<file path="src/rtl/tile_match_ctrl_pkg.sv">
// Shared constants and types for the tile matching controller.
//   TILE_CNT / TILE_ID_W : default board size and pair-ID width
//   HIDE_DELAY_DEFAULT   : cycles a mismatched pair stays visible (1 s of pixel clock)
//   tile_match_state_t   : one-hot FSM state encoding
package tile_match_ctrl_pkg;

  localparam int TILE_CNT           = 12;
  localparam int TILE_ID_W          = 3;
  localparam int PIX_CLK_HZ         = 65_000_000;
  localparam int HIDE_DELAY_DEFAULT = PIX_CLK_HZ;

  typedef enum logic [5:0] {
    IDLE = 6'b000001,
    ONE  = 6'b000010,
    CMP  = 6'b000100,
    WAIT = 6'b001000,
    HIDE = 6'b010000,
    DONE = 6'b100000
  } tile_match_state_t;

  // Width needed to hold values 0..v-1, never less than one bit.
  function automatic int clog2_min1(input int v);
    return (v > 1) ? $clog2(v) : 1;
  endfunction

endpackage

</file>
<file path="src/rtl/tile_match_ctrl_lowest_set_idx.sv">
// Priority encoder: reports the index of the lowest set bit of vec.
//   vec   : input vector
//   idx   : index of lowest set bit (0 when none set)
//   valid : at least one bit of vec is set
module lowest_set_idx
  import tile_match_ctrl_pkg::*;
#(
  parameter int N     = 12,
  parameter int IDX_W = clog2_min1(N)
) (
  input  logic [N-1:0]     vec,
  output logic [IDX_W-1:0] idx,
  output logic             valid
);

  // Scan from the top so the lowest set bit is the last one written.
  always_comb begin
    idx   = '0;
    valid = 1'b0;
    for (int i = N - 1; i >= 0; i--) begin
      if (vec[i]) begin
        idx   = IDX_W'(i);
        valid = 1'b1;
      end
    end
  end

endmodule

</file>
<file path="src/rtl/tile_match_ctrl.sv">
// Tile matching controller: pairs up revealed tiles, marks matches, and
// re-covers mismatched pairs after a visible delay.
//   clk, rst_n  : pixel clock, synchronous active-low reset
//   reveal_evt  : per-tile pulse, covered -> revealed
//   cover_evt   : per-tile pulse, user re-covered the tile
//   tile_id     : packed pair ID per tile (tile i at [i*ID_W +: ID_W])
//   hide_req    : per-tile pulse forcing the tile back to covered
//   matched     : per-tile level, tile permanently matched
//   lock        : tile blocks must ignore clicks while high
//   pairs_found : number of matched pairs
//   game_done   : all pairs matched
//
// state | meaning
// IDLE  | no tile pending
// ONE   | first tile revealed, waiting for second
// CMP   | comparing pair IDs (one cycle)
// WAIT  | mismatch visible, delay counting down
// HIDE  | hide_req pulse for both tiles (one cycle)
// DONE  | all pairs matched, absorbing
module tile_match_ctrl
  import tile_match_ctrl_pkg::*;
#(
  parameter int N_TILES    = TILE_CNT,
  parameter int ID_W       = TILE_ID_W,
  parameter int HIDE_DELAY = HIDE_DELAY_DEFAULT
) (
  input  logic                               clk,
  input  logic                               rst_n,
  input  logic [N_TILES-1:0]                 reveal_evt,
  input  logic [N_TILES-1:0]                 cover_evt,
  input  logic [N_TILES*ID_W-1:0]            tile_id,
  output logic [N_TILES-1:0]                 hide_req,
  output logic [N_TILES-1:0]                 matched,
  output logic                               lock,
  output logic [$clog2(N_TILES/2+1)-1:0]     pairs_found,
  output logic                               game_done
);

  localparam int IDX_W = clog2_min1(N_TILES);
  localparam int CNT_W = clog2_min1(HIDE_DELAY);
  localparam int PF_W  = $clog2(N_TILES/2+1);
  localparam logic [PF_W-1:0]    HALF = PF_W'(N_TILES/2);
  localparam logic [N_TILES-1:0] LSB  = {{(N_TILES-1){1'b0}}, 1'b1};

  tile_match_state_t state, state_d;
  logic [IDX_W-1:0]   first, first_d, second, second_d;
  logic [CNT_W-1:0]   cnt, cnt_d;
  logic [N_TILES-1:0] matched_d, hide_d;
  logic [PF_W-1:0]    pairs_d;
  logic               lock_d, done_d;

  logic [ID_W-1:0]    ids [N_TILES];
  logic [N_TILES-1:0] first_oh, second_oh, qual;
  logic [IDX_W-1:0]   enc_idx;
  logic               enc_valid;

  for (genvar g = 0; g < N_TILES; g++) begin : g_ids
    assign ids[g] = tile_id[g*ID_W +: ID_W];
  end

  assign first_oh  = LSB << first;
  assign second_oh = LSB << second;

  // While one tile is pending, a repeat reveal of it must not count as the second.
  assign qual = reveal_evt & ~matched & {N_TILES{~lock}} &
                ~((state == ONE) ? first_oh : '0);

  lowest_set_idx #(.N(N_TILES), .IDX_W(IDX_W)) u_enc (
    .vec   (qual),
    .idx   (enc_idx),
    .valid (enc_valid)
  );

  always_ff @(posedge clk) begin
    if (!rst_n) begin
      state       <= IDLE;
      first       <= '0;
      second      <= '0;
      cnt         <= '0;
      matched     <= '0;
      pairs_found <= '0;
      hide_req    <= '0;
      lock        <= 1'b0;
      game_done   <= 1'b0;
    end else begin
      state       <= state_d;
      first       <= first_d;
      second      <= second_d;
      cnt         <= cnt_d;
      matched     <= matched_d;
      pairs_found <= pairs_d;
      hide_req    <= hide_d;
      lock        <= lock_d;
      game_done   <= done_d;
    end
  end

  always_comb begin
    state_d   = state;
    first_d   = first;
    second_d  = second;
    cnt_d     = cnt;
    matched_d = matched;
    pairs_d   = pairs_found;
    hide_d    = '0;
    case (state)
      IDLE: begin
        if (enc_valid) begin
          first_d = enc_idx;
          state_d = ONE;
        end
      end
      ONE: begin
        // A cover of the pending tile beats any simultaneous reveal.
        if (cover_evt[first]) begin
          state_d = IDLE;
        end else if (enc_valid) begin
          second_d = enc_idx;
          state_d  = CMP;
        end
      end
      CMP: begin
        if (ids[first] == ids[second]) begin
          matched_d = matched | first_oh | second_oh;
          if (pairs_found < HALF) pairs_d = pairs_found + PF_W'(1);
          state_d = (pairs_found + PF_W'(1) == HALF) ? DONE : IDLE;
        end else begin
          cnt_d   = CNT_W'(HIDE_DELAY - 1);
          state_d = WAIT;
        end
      end
      WAIT: begin
        if (cnt == '0) begin
          hide_d  = first_oh | second_oh;
          state_d = HIDE;
        end else begin
          cnt_d = cnt - CNT_W'(1);
        end
      end
      HIDE:    state_d = IDLE;
      DONE:    state_d = DONE;
      default: state_d = IDLE;
    endcase
    lock_d = (state_d == CMP) || (state_d == WAIT) ||
             (state_d == HIDE) || (state_d == DONE);
    done_d = (state_d == DONE);
  end

endmodule

</file>
<file path="config.mk">
export PLATFORM = sky130hd
export DESIGN_NAME = tile_match_ctrl
export DESIGN_NICKNAME = d
export VERILOG_FILES = /design/src/rtl/tile_match_ctrl_pkg.sv /design/src/rtl/tile_match_ctrl_lowest_set_idx.sv /design/src/rtl/tile_match_ctrl.sv
export SDC_FILE = /design/constraint.sdc
export NUM_CORES = 1
export LEC_CHECK = 0
export CORE_ASPECT_RATIO = 0.9
export CORE_MARGIN = 3
export CORE_UTILIZATION = 35
export CTS_CLUSTER_DIAMETER = 80
export DETAILED_ROUTE_END_ITERATION = 12
export GPL_ROUTABILITY_DRIVEN = 0
export PLACE_DENSITY = 0.66
export SYNTH_ARGS = -nofsm -noshare
export SYNTH_HDL_FRONTEND = slang
export SYNTH_SLANG_ARGS = --single-unit
</file>
<file path="constraint.sdc">
create_clock -name clk -period 5.8 [get_ports clk]
set_clock_uncertainty 0.15 [all_clocks]
set_input_delay 1.45 -clock clk [delete_from_list [all_inputs] [get_ports clk]]
set_output_delay 1.45 -clock clk [all_outputs]
set_load 0.02 [all_outputs]
</file>
==> run_results.csv <==
group,metric,value,unit
die,std_cell_rows,38,
status,run_status,"completed",
final_layout,fin_nets,635,
synthesis,synth_cells,499,
clocking,worst_setup_hold_path_clk_slew,0.06,ns
die,floorplan_core_area,12200,um^2
power,p_per_area,235,nW/um^2
synthesis,synth_ff_type,"sky130_fd_sc_hd__dfxtp_1",
die,die_area,13900,um^2
timing,final-max-slew-violation-count,0,
setup_path,worst_setup_path_end_kind,"register",
final_layout,finalCoreUtilization,0.464,
final_layout,layout-drive-gt1-share,0.111,
timing,finalCritPeriodShare,0.693,
setup_path,reg2reg_setup_slack,2.24,ns
synthesis,ys_async_sr_fraction,0,
setup_path,worst-endpoint-arrival,4.08,ns
place,hpwl,9.38,mm
timing,post-route-min-period,4.02,ns
grt,grt_start_max_net_pins,46,
final_layout,fillerInstances,1180,
clocking,numCtsBuffers,9,
setup_path,critical_path_class,"input pin to register",
drt,post-route-drc-count,0,
clocking,post_cts_hold_buffer_count,0,
grt,grt_pass1_wl,21.3,mm
setup_path,worstPathBufferInverterCount,1,
timing,rsz0062_at_grt,"no",
clocking,cts_num_sinks,69,
setup_path,timing.rr.start,"first[0]$_SDFFE_PN0P_",
die,io-pin-count,91,
setup_path,worstPathRequired,5.86,ns
worst_hold_path,worst_hold_path_type,"register to register",
setup_path,setup.worst_path.start_class,"input pin",
flow_run,drv.max_cap_violation_count,0,
clocking,post_cts_resized,0,
drt,drt-pass1-iter-count,5,
setup_path,cp_max_fo,45,
synthesis,yosysWarnings,0,
clocking,tritoncts,"yes",
drt,drt_iter0_drc,412,
synthesis,synth.largest_area_cell,"sky130_fd_sc_hd__dfxtp_1",
drt,route.vias.total,4374,
synthesis,top_cell_type_s_share_of_synthesized_area,0.315,
setup_path,timing.critical_path.slowest_cell_delay,0.58,ns
final_layout,relative_area_change_from_synthesis_to_final_layout,28.5,%
die,start_util,0.361,
worst_hold_path,min_path_cells,2,
timing,peak_clock_frequency_supported_by_timing,249,MHz
clocking,worstSkewPairLatency,0.33,ns
clocking,cts_max_path_buffers,2,
drt,wire_per_inst,17.7,um
timing,max_slew_margin,0.334,
final_layout,seqCellArea,1380,um^2
synthesis,mappedNetlistNets,565,
clocking,post_cts.repair.setup_buffers,0,
grt,number_of_antenna_violations_at_the_first_check_in_global_routing,0,
power,p_leak,1.91,nW
clocking,h-tree-depth,3,
synthesis,post_synth_edffs,0,
die,fp.dieW,124,um
power,maximum_vdd_drop,0.175,mV
final_layout,final_common_cell,"sky130_fd_sc_hd__clkdlybuf4s50_1",
synthesis,post_synth_instance_area,4390,um^2
setup_path,path_delay_family,"compound AO/OA/AOI/OAI gates",
synthesis,synth_area_leaders,"sky130_fd_sc_hd__dfxtp_1 (31%), sky130_fd_sc_hd__mux4_2 (11%), sky130_fd_sc_hd__nor2_1 (4.1%), sky130_fd_sc_hd__a21oi_1 (3.5%), sky130_fd_sc_hd__o21a_1 (3.1%)",
timing,worst_slew_pin_slew,0.998,ns
grt,grt_use_total,0.190,
place,buffer_ports.inserted,90,
setup_path,reg2reg_to,"lock$_SDFF_PN0_",
final_layout,multi_input_comb_area,2770,um^2
synthesis,ys_seq_area_frac,0.315,
drt,drtAntennaViolNets,0,
grt,grt_pass1_vias,4233,
timing,hold_viol,0,
drt,routed_wirelength,13.0,mm
synthesis,synth_cell_types,63,
setup_path,cp_cell_sequence,"clkdlybuf4s50_1 > mux4_2 > a22o_1 > a21oi_1 > xnor2_1 > and4_4 > nor2_1 > o41a_1",
drt,detail_route.vias_per_cell,5.96,
worst_hold_path,worst_hold_path.endpoint,"cnt[4]$_SDFFE_PN0P_",
die,chipHeight,112,um
synthesis,synth.ff_latch_count,69,
setup_path,crit_path_top_delay_cell,"sky130_fd_sc_hd__and4_4",
final_layout,antenna_cells_inserted,0,
clocking,ctsRootBufferMaster,"sky130_fd_sc_hd__clkbuf_16",
grt,grt_overflow_total,0,
worst_hold_path,min-delay-start,"cnt[4]$_SDFFE_PN0P_",
setup_path,rr_worst_depth,7,
synthesis,synthesis.area_per_instance,8.80,um^2
timing,finalSetupTns,0,ns
final_layout,mostFrequentLayoutCells,"sky130_fd_sc_hd__clkdlybuf4s50_1 (90), sky130_fd_sc_hd__dfxtp_1 (69), sky130_fd_sc_hd__nor2_1 (48), sky130_fd_sc_hd__a21oi_1 (31)",
timing,setup_violations,0,
[worst min-delay path, cell delays in order, from the launching register on]
cell                      delay [ns]
sky130_fd_sc_hd__dfxtp_1        0.32
sky130_fd_sc_hd__o41ai_1        0.06
sky130_fd_sc_hd__a21oi_1        0.05
[power by group]
part,internal (W),switching [W],total (W)
combinational,0.000145,0.000140,0.000285
clock,0.000315,0.000214,0.000529
sequential,0.000485,0.0000280,0.000513
total,0.000946,0.000382,0.00133
[flip-flops by register name, indices dropped and copies added, names as in the netlist]
name,flops
hide_req,12
pairs_found,3
game_done,1
lock,1
cnt,26
first,4
state,6
matched,12
second,4
[routing by layer]
| layer | vias up | share of wire | routed length [um] | global-route usage |
|---|---|---|---|---|
| li1 | 2055 | - | - | - |
| met1 | 2139 | 0.46 | 5980 | 0.271 |
| met2 | 166 | 0.46 | 6030 | 0.301 |
| met3 | 14 | 0.067 | 869 | 0.0292 |
| met4 | 0 | 0.010 | 133 | 0.0460 |
| met5 | - | 0 | 0 | 0 |
[worst max path at each step]
stage	from	to	slack [ns]	depth (start not counted)
2_1_floorplan	tile_id[35]	cnt[15]$_SDFFE_PN0P_	2.19	9
5_1_grt	tile_id[34]	lock$_SDFF_PN0_	1.66	8
3_3_place_gp	tile_id[34]	lock$_SDFF_PN0_	1.54	8
6_report	tile_id[34]	lock$_SDFF_PN0_	1.78	8
4_1_cts	tile_id[34]	lock$_SDFF_PN0_	1.81	8
3_5_place_dp	tile_id[34]	lock$_SDFF_PN0_	1.47	8
[stage by stage]
step,hold slack (ns),power [W],area (um^2),worst slack [ns],cells
4_1_cts,0.327,0.00133,5640,1.81,734
2_1_floorplan,0.296,0.000714,4390,2.19,499
3_5_place_dp,0.319,0.000803,5360,1.47,718
5_1_grt,0.363,0.00138,5640,1.66,734
6_report,0.328,0.00133,5640,1.78,734
3_3_place_gp,0.305,0.000796,5360,1.54,718
[Yosys cell counts, types with 4 or more instances]
cell / instances
sky130_fd_sc_hd__a21oi_1: 31
sky130_fd_sc_hd__a22o_1: 6
sky130_fd_sc_hd__a22oi_1: 10
sky130_fd_sc_hd__a31oi_1: 6
sky130_fd_sc_hd__a32oi_1: 4
sky130_fd_sc_hd__and2_1: 6
sky130_fd_sc_hd__buf_2: 12
sky130_fd_sc_hd__buf_6: 4
sky130_fd_sc_hd__clkbuf_1: 20
sky130_fd_sc_hd__dfxtp_1: 69
sky130_fd_sc_hd__ha_1: 4
sky130_fd_sc_hd__inv_1: 13
sky130_fd_sc_hd__mux2_2: 6
sky130_fd_sc_hd__mux2i_1: 4
sky130_fd_sc_hd__mux4_2: 21
sky130_fd_sc_hd__nand2_1: 19
sky130_fd_sc_hd__nand2b_1: 9
sky130_fd_sc_hd__nand3_1: 12
sky130_fd_sc_hd__nand4_1: 10
sky130_fd_sc_hd__nand4b_1: 4
sky130_fd_sc_hd__nor2_1: 48
sky130_fd_sc_hd__nor2b_1: 11
sky130_fd_sc_hd__nor3_1: 19
sky130_fd_sc_hd__nor3b_1: 9
sky130_fd_sc_hd__nor4_1: 11
sky130_fd_sc_hd__o21a_1: 18
sky130_fd_sc_hd__o21ai_0: 21
sky130_fd_sc_hd__o22ai_1: 4
sky130_fd_sc_hd__o31a_1: 10
sky130_fd_sc_hd__o31ai_1: 4
sky130_fd_sc_hd__or3_1: 10
sky130_fd_sc_hd__or3b_2: 5
sky130_fd_sc_hd__or4_1: 10
[final cells by class]
class / count / area share
repair buffers: 97 / 0.169
multi-input cells: 378 / 0.491
clock buffers: 12 / 0.0455
well taps: 160 / 0.0355
clock inverters: 4 / 0.00532
flip-flops and latches: 69 / 0.245
inverters: 14 / 0.00931
[logic make-up after synthesis]
logic type / Yosys count / share of synthesized area
adders and majority gates: 4 / 0.0114
muxes: 31 / 0.132
AOI/OAI and AO/OA: 141 / 0.224
buffers and inverters: 52 / 0.0547
xor gates and xnor gates: 5 / 0.00998
DFF: 69 / 0.315
and+or+nand+nor: 197 / 0.253
No activity file was read; power rests on OpenSTA's default activity.
